===== config.mk =====
export PLATFORM = sky130hd
export DESIGN_NAME = dmem_arbiter
export DESIGN_NICKNAME = d
export VERILOG_FILES = /design/src/rtl/dmem_arbiter.sv
export SDC_FILE = /design/constraint.sdc
export NUM_CORES = 1
export LEC_CHECK = 0
export CAP_MARGIN = 5
export CORE_MARGIN = 8
export CORE_UTILIZATION = 34
export DETAILED_ROUTE_END_ITERATION = 7
export PLACE_DENSITY = 0.87
export RECOVER_POWER = 50
export SETUP_SLACK_MARGIN = 0.1
export SLEW_MARGIN = 0
export SYNTH_ARGS = -nofsm -noshare
export SYNTH_HDL_FRONTEND = slang
export SYNTH_SLANG_ARGS = --single-unit

===== constraint.sdc =====
create_clock -name clk -period 3 [get_ports clk]
set_input_delay 0.6 -clock clk [delete_from_list [all_inputs] [get_ports clk]]
set_output_delay 0.6 -clock clk [all_outputs]
set_load 0.05 [all_outputs]

===== src/rtl/dmem_arbiter.sv =====
// rtl/dmem_arbiter.sv - data-memory port arbiter between CPU MEM stage and debug unit
//
// Purpose: shares one single-port, synchronous-read (read-first) data BRAM
//   between the pipeline MEM stage (CPU) and the debug unit (DBG). The CPU has
//   priority, but a starvation counter guarantees DBG a slot after STARVE_MAX
//   consecutive CPU wins. While the core is halted, DBG always wins.
// Ports:
//   clk, rstn                         clock, synchronous active-low reset
//   halted                            core stopped; DBG owns the port
//   cpu_req/we/addr/wdata, cpu_rdata  CPU side; cpu_rdata = mem_rdata
//   cpu_stall                         CPU request present but not granted
//   dbg_req/we/addr/wdata             DBG side; level request held until ack
//   dbg_rdata, dbg_ack                DBG read data and one-cycle ack
//   mem_addr/we/wdata, mem_rdata      BRAM port (1-cycle read latency)
// Configuration: define DMEM_ARB_DBG_WRITE_EN to let DBG write memory;
//   otherwise DBG is read-only (mem_we held low on DBG grants).
module dmem_arbiter #(
    parameter int AW         = 8,
    parameter int DW         = 32,
    parameter int STARVE_MAX = 4
) (
    input  logic          clk,
    input  logic          rstn,
    input  logic          halted,
    input  logic          cpu_req,
    input  logic          cpu_we,
    input  logic [AW-1:0] cpu_addr,
    input  logic [DW-1:0] cpu_wdata,
    output logic [DW-1:0] cpu_rdata,
    output logic          cpu_stall,
    input  logic          dbg_req,
    input  logic          dbg_we,
    input  logic [AW-1:0] dbg_addr,
    input  logic [DW-1:0] dbg_wdata,
    output logic [DW-1:0] dbg_rdata,
    output logic          dbg_ack,
    output logic [AW-1:0] mem_addr,
    output logic          mem_we,
    output logic [DW-1:0] mem_wdata,
    input  logic [DW-1:0] mem_rdata
);

    localparam int CW = $clog2(STARVE_MAX + 1);
    localparam logic [CW-1:0] CNT_MAX = CW'(STARVE_MAX);

    localparam logic [0:0] S_IDLE     = 1'b0;
    localparam logic [0:0] S_DBG_DATA = 1'b1;

    logic [0:0]    state_q, state_d;
    logic [CW-1:0] starve_cnt_q, starve_cnt_d;
    logic [DW-1:0] dbg_rdata_q, dbg_rdata_d;

    logic dbg_pend;
    logic cpu_grant;
    logic dbg_grant;
    logic dbg_mem_we;

`ifdef DMEM_ARB_DBG_WRITE_EN
    assign dbg_mem_we = dbg_we;
`else
    // Read-only debug port: the write enable is deliberately discarded.
    assign dbg_mem_we = dbg_we & 1'b0;
`endif

    always_comb begin
        // A DBG request is only live in IDLE; in DBG_DATA dbg_req is still
        // high while the ack is presented and must not re-arbitrate.
        dbg_pend  = dbg_req && (state_q == S_IDLE);
        cpu_grant = 1'b0;
        dbg_grant = 1'b0;
        if (halted) begin
            if (dbg_pend) begin
                dbg_grant = 1'b1;
            end else begin
                cpu_grant = cpu_req;
            end
        end else if (cpu_req && !(dbg_pend && (starve_cnt_q == CNT_MAX))) begin
            cpu_grant = 1'b1;
        end else begin
            dbg_grant = dbg_pend;
        end
    end

    always_comb begin
        mem_addr  = '0;
        mem_we    = 1'b0;
        mem_wdata = '0;
        if (dbg_grant) begin
            mem_addr  = dbg_addr;
            mem_we    = dbg_mem_we;
            mem_wdata = dbg_wdata;
        end else if (cpu_grant) begin
            mem_addr  = cpu_addr;
            mem_we    = cpu_we;
            mem_wdata = cpu_wdata;
        end
    end

    // The pipeline is frozen while halted, so a stall there would be noise.
    assign cpu_stall = cpu_req && !cpu_grant && !halted;
    assign cpu_rdata = mem_rdata;

    // Ack is gated by rstn so a reset landing on the ack cycle suppresses it.
    assign dbg_ack   = (state_q == S_DBG_DATA) && rstn;
    // BRAM data arrives in the ack cycle; pass it through then, hold after.
    assign dbg_rdata = dbg_ack ? mem_rdata : dbg_rdata_q;

    always_comb begin
        state_d      = state_q;
        starve_cnt_d = starve_cnt_q;
        dbg_rdata_d  = dbg_rdata_q;

        if (state_q == S_DBG_DATA) begin
            state_d     = S_IDLE;
            dbg_rdata_d = mem_rdata;
        end else if (dbg_grant) begin
            state_d = S_DBG_DATA;
        end

        if (dbg_grant || !dbg_req) begin
            starve_cnt_d = '0;
        end else if (dbg_pend && cpu_grant && (starve_cnt_q != CNT_MAX)) begin
            starve_cnt_d = starve_cnt_q + 1'b1;
        end
    end

    always_ff @(posedge clk) begin
        if (!rstn) begin
            state_q      <= S_IDLE;
            starve_cnt_q <= '0;
            dbg_rdata_q  <= '0;
        end else begin
            state_q      <= state_d;
            starve_cnt_q <= starve_cnt_d;
            dbg_rdata_q  <= dbg_rdata_d;
        end
    end

endmodule

# Word level (Yosys, flattened, before mapping)
# Cells that the tools add are included.
# word_totals
ff_bits	36
out_inout_bits	107
word_cells	37
# classes
add_sub_neg	1
n_eq_ne	2
mux	14
bitwise	2
reduce_logical	15
# ops
cell	count
32-bit 2-to-1 mux	3
8-bit 2-to-1 mux	2
1-bit 2-to-1 mux	9
1-bit logical AND	8
1-bit logical NOT	4
2-bit OR reduction	2
3-bit by 1-bit adder with 3-bit output, second input constant	1
3-bit == test, second input constant	1
3-bit inequality test, second input constant	1
1-bit inverter	2
1-bit logical OR	1

# Longest topological paths before layout
# Gate-level depths: netlist (run 1).
# depth
word_depth	10
ltp_mapped	6
depth_no_buf	5

# Worst setup path after synthesis (run 1)
# OpenSTA, ideal clock, no wires.
# synth_path
path_kind	input-to-output
startpoint	input halted
endpoint	output cpu_stall
t_arrival_ps	2069
required_time_ps	2400
path_slack_ps	331
stages	2
path_buffers	0
cell_sequence	and2b_1 -> nor3b_1
# synth_via
elab_chain_len	4
elab_cells_between_ends	5
cone_classes	mux (1); reduce/logical (4)
# synth_rtl
element	line_no	source
from (decl)	24	input logic halted,
1-bit 2-to-1 mux	71	if (halted) begin
1-bit logical NOT	100	assign cpu_stall = cpu_req && !cpu_grant && !halted;
1-bit logical AND	100	
1-bit logical AND *	100	
to (decl)	30	output logic cpu_stall,
# Every way passes the cells marked *; elsewhere a longest branch is shown, timed or not.

# Worst setup path in the final report (run 1)
# layout_path
startpoint	input cpu_req
endpoint	output mem_wdata[18]
# layout_via
elab_chain_len	5
elab_cells_between_ends	8
cone_classes	mux (7); reduce/logical (1)
# layout_rtl
element	line_no	source
from (decl)	25	input logic cpu_req,
1-bit logical AND	77	end else if (cpu_req && !(dbg_pend && (starve_cnt_q == CNT_MAX))) begin
1-bit 2-to-1 mux	77	
1-bit 2-to-1 mux	71	
32-bit 2-to-1 mux	92	end else if (cpu_grant) begin
32-bit 2-to-1 mux *	88	if (dbg_grant) begin
to (decl)	39	output logic [DW-1:0] mem_wdata,
# Marked as above.

==> reports/results.tsv, run 1 <==
metric	value	unit
outcome	finished, final reports clean	
post-route-drc-count	0	
p_leak	2.07	nW
io_pins	226	
grt_pass1_wl	15800	um
sw_frac_of_total	39.8	%
numCtsBuffers	5	
gp_congestion	0.886	
slew_violations	0	
synth_top_family_by_area	multiplexers	
num_vias	2644	
dpl_cell_area	4910	sq um
clkPwrFrac	17.1	%
cp_max_fo	20	
htree_levels	2	
power.internal	1.17	mW
seqPwrFrac	26.1	%
synth_top_area_share	28.8	%
multi_input_area	1430	sq um
hold_viol	0	
setup_tns	0	ns
ys_ff_latch	36	
wl_per_cell	21.5	um
synthTopCellsByCount	a22o_1 (40), dfxtp_1 (36), buf_4 (34), nor2b_1 (33)	
clk_pin_slew_worst_paths	0.07	ns
synth_area	2500	sq um
synth_edf_count	0	
p_per_area	389	nW/um^2
fillers	547	
portBuffers	224	
cts_buffer_depth	2	
cts.sinks	36	
drt_wl_total	11500	um
critPathCaptureType	primary output	
slew_headroom	25.0	%
area_growth	100	%
syn_nets	372	
busiest_layer	met2	
die-area	10400	sq um
tritoncts	done	
rsz0062_at_grt	no	
antenna_left	0	
fin_skew	0.0109	ns
vdd_drop_max	0.000250	V
critPathKind	input pin to primary output	
yosys-top-cells-area	dfxtp_1 (29%), mux2_2 (14%), a22o_1 (14%)	
grtUsageMet3	7.97	%
cp_cell_sequence	clkdlybuf4s50_1 > and2b_2 > a21oi_4 > clkbuf_16 > a22o_1 > buf_12	
synth_most_common_cell	a22o_1	
worstMarginPinSlew	1.13	ns
synth-compound-area-share	16.0	%
rows	31	
dr.pass1.iters	4	
ys_async_sr_fraction	0	%
grt_max_degree	42	
routed_via_density	4.91	
post_cts.repair.setup_buffers	0	
power.switching	774	uW
synth-adder-area-share	1.00	%
path_delay_family	buffers and inverters	
fin_crit_sh	94.7	%
met1_usage	19.9	%
synth_area_per_cell	9.96	sq um
clk_latency	0.28	ns
core_area	7180	sq um
grt_pass1_vias	2769	
fin_area	5000	sq um
max_stage_delay	0.48	ns
use_met2	34.9	%
cp-start-kind	input pin	
gr-usage-all-layers	19.9	%
p_comb_share	56.8	%
antennaDiodeCount	0	
clock.fmax	0.352	GHz
seq_area	722	sq um
grt.overflow.total	0	
worstPathArrival	2.24	ns
drtIter0Drc	61	
worst-path-buf-inv	3	
cpMaxStageDelayCell	clkdlybuf4s50_1	
hpwl	9170	um
start_util	34.9	%
synthSimpleGateAreaFrac	11.9	%
setup_viol	0	
hp-class	flip-flop to flip-flop	
synthMuxAreaShare	27.2	%
yosys.area_share.xor_xnor	0	%
syn_inst	251	
yosys.area.top_type	dfxtp_1	
max-cap-violations	0	
fin_nets	559	
drive_gt1_share	28.5	%
fin_crit	2.84	ns
ys_types	25	
synth_ff_type	dfxtp_1	
die_y	102	um
totalPowerFinal	1.95	mW
grt_antenna_before_repair	0	
synth.yosys.warnings	0	
synth-seq-area-share	28.8	%
worstPathRequired	2.40	ns
cts_root_buffer	clkbuf_8	
fp.dieW	102	um
-- layout make-up --
cell class	count	share of cell area, %
clock buffers	7	1.53
clock inverters	1	0.175
inverters	3	0.225
multi-input cells	161	28.6
flip-flops and latches	36	14.4
well taps	99	2.48
repair buffers	231	52.6
-- worst reg2reg max path: stages (launching register included) --
cell	delay, ns
dfxtp_1	0.39
inv_1	0.07
ha_1	0.19
nand2_1	0.27
a21oi_4	0.13
and3b_1	0.20
-- kinds of logic (layout without fill, tap and decap cells) --
| logic type | Yosys count | count (layout) |
|---|---|---|
| simple gates | 48 | 48 |
| compound gates | 46 | 47 |
| buf+inv | 55 | 242 |
| fa+ha+maj | 2 | 2 |
| flops | 36 | 36 |
| mux | 64 | 64 |
-- registers in the layout, indices dropped and copies added, names as in the netlist --
register,count
dbg_rdata_q,32
starve_cnt_q,3
state_q,1
-- cells in the final DEF, fill, tap and decap left out, types with 2 or more instances in the layout --
cell type	instances
inv_1	3
buf_4	23
mux2i_1	32
clkbuf_2	13
ha_1	2
nand2_1	6
a22o_1	40
dfxtp_1	35
clkbuf_1	4
clkdlybuf4s50_1	127
a22o_4	2
dlygate4sd3_1	21
buf_12	44
mux2_2	32
nor3b_1	2
clkbuf_8	5
a21oi_1	3
nor2b_1	33
-- metal layers --
metal,wire [um],vias to the layer above
met5,0,-
met3,1160,20
met1,4180,1235
met4,463,0
met2,5750,143
li1,-,1246
-- worst paths after layout --
path,slack [ns],cells after the start,from,to
setup / recovery,0.16,6,cpu_req,mem_wdata[18]
hold / removal,0.50,2,starve_cnt_q[1],starve_cnt_q[1]
setup reg to reg,1.64,5,starve_cnt_q[0],state_q
hold reg to reg,0.50,2,starve_cnt_q[1],starve_cnt_q[1]
-- power groups by stage --
stage | sequential [mW] | combinational, mW | clock (mW)
after floorplan | 0.515 | 0.598 | 0
after global placement | 0.518 | 1.10 | 0
after detailed placement | 0.519 | 1.11 | 0
after CTS | 0.508 | 1.11 | 0.343
after global routing | 0.510 | 1.14 | 0.371
final | 0.508 | 1.11 | 0.332
-- stage by stage --
| stage | setup slack (ns) | hold slack [ns] | util, % | std cells |
|---|---|---|---|---|
| detailed placement | 0.186 | 0.493 | 68.4 | 528 |
| finish | 0.159 | 0.504 | 69.7 | 538 |
| global route | 0.106 | 0.528 | 69.7 | 538 |
| global placement | 0.222 | 0.471 | 68.4 | 528 |
| CTS | 0.180 | 0.503 | 69.6 | 536 |
| floorplan | 0.331 | 0.457 | - | 251 |
-- what timing repair did --
item | CTS | global route
hold buffers | 0 | 0
gates resized for setup | 0 | 3
setup endpoints to repair | 0 | 1
Power figures use the tool's default switching activity.
==> run 2, diff against run 1 <==
--- a/config.mk
+++ b/config.mk
@@ -12,7 +12,6 @@
 export PLACE_DENSITY = 0.87
 export RECOVER_POWER = 50
 export SETUP_SLACK_MARGIN = 0.1
-export SLEW_MARGIN = 0
 export SYNTH_ARGS = -nofsm -noshare
 export SYNTH_HDL_FRONTEND = slang
 export SYNTH_SLANG_ARGS = --single-unit
==> results of run 2 <==
No change in the layout: final DEF, timing and power equal those of run 1.
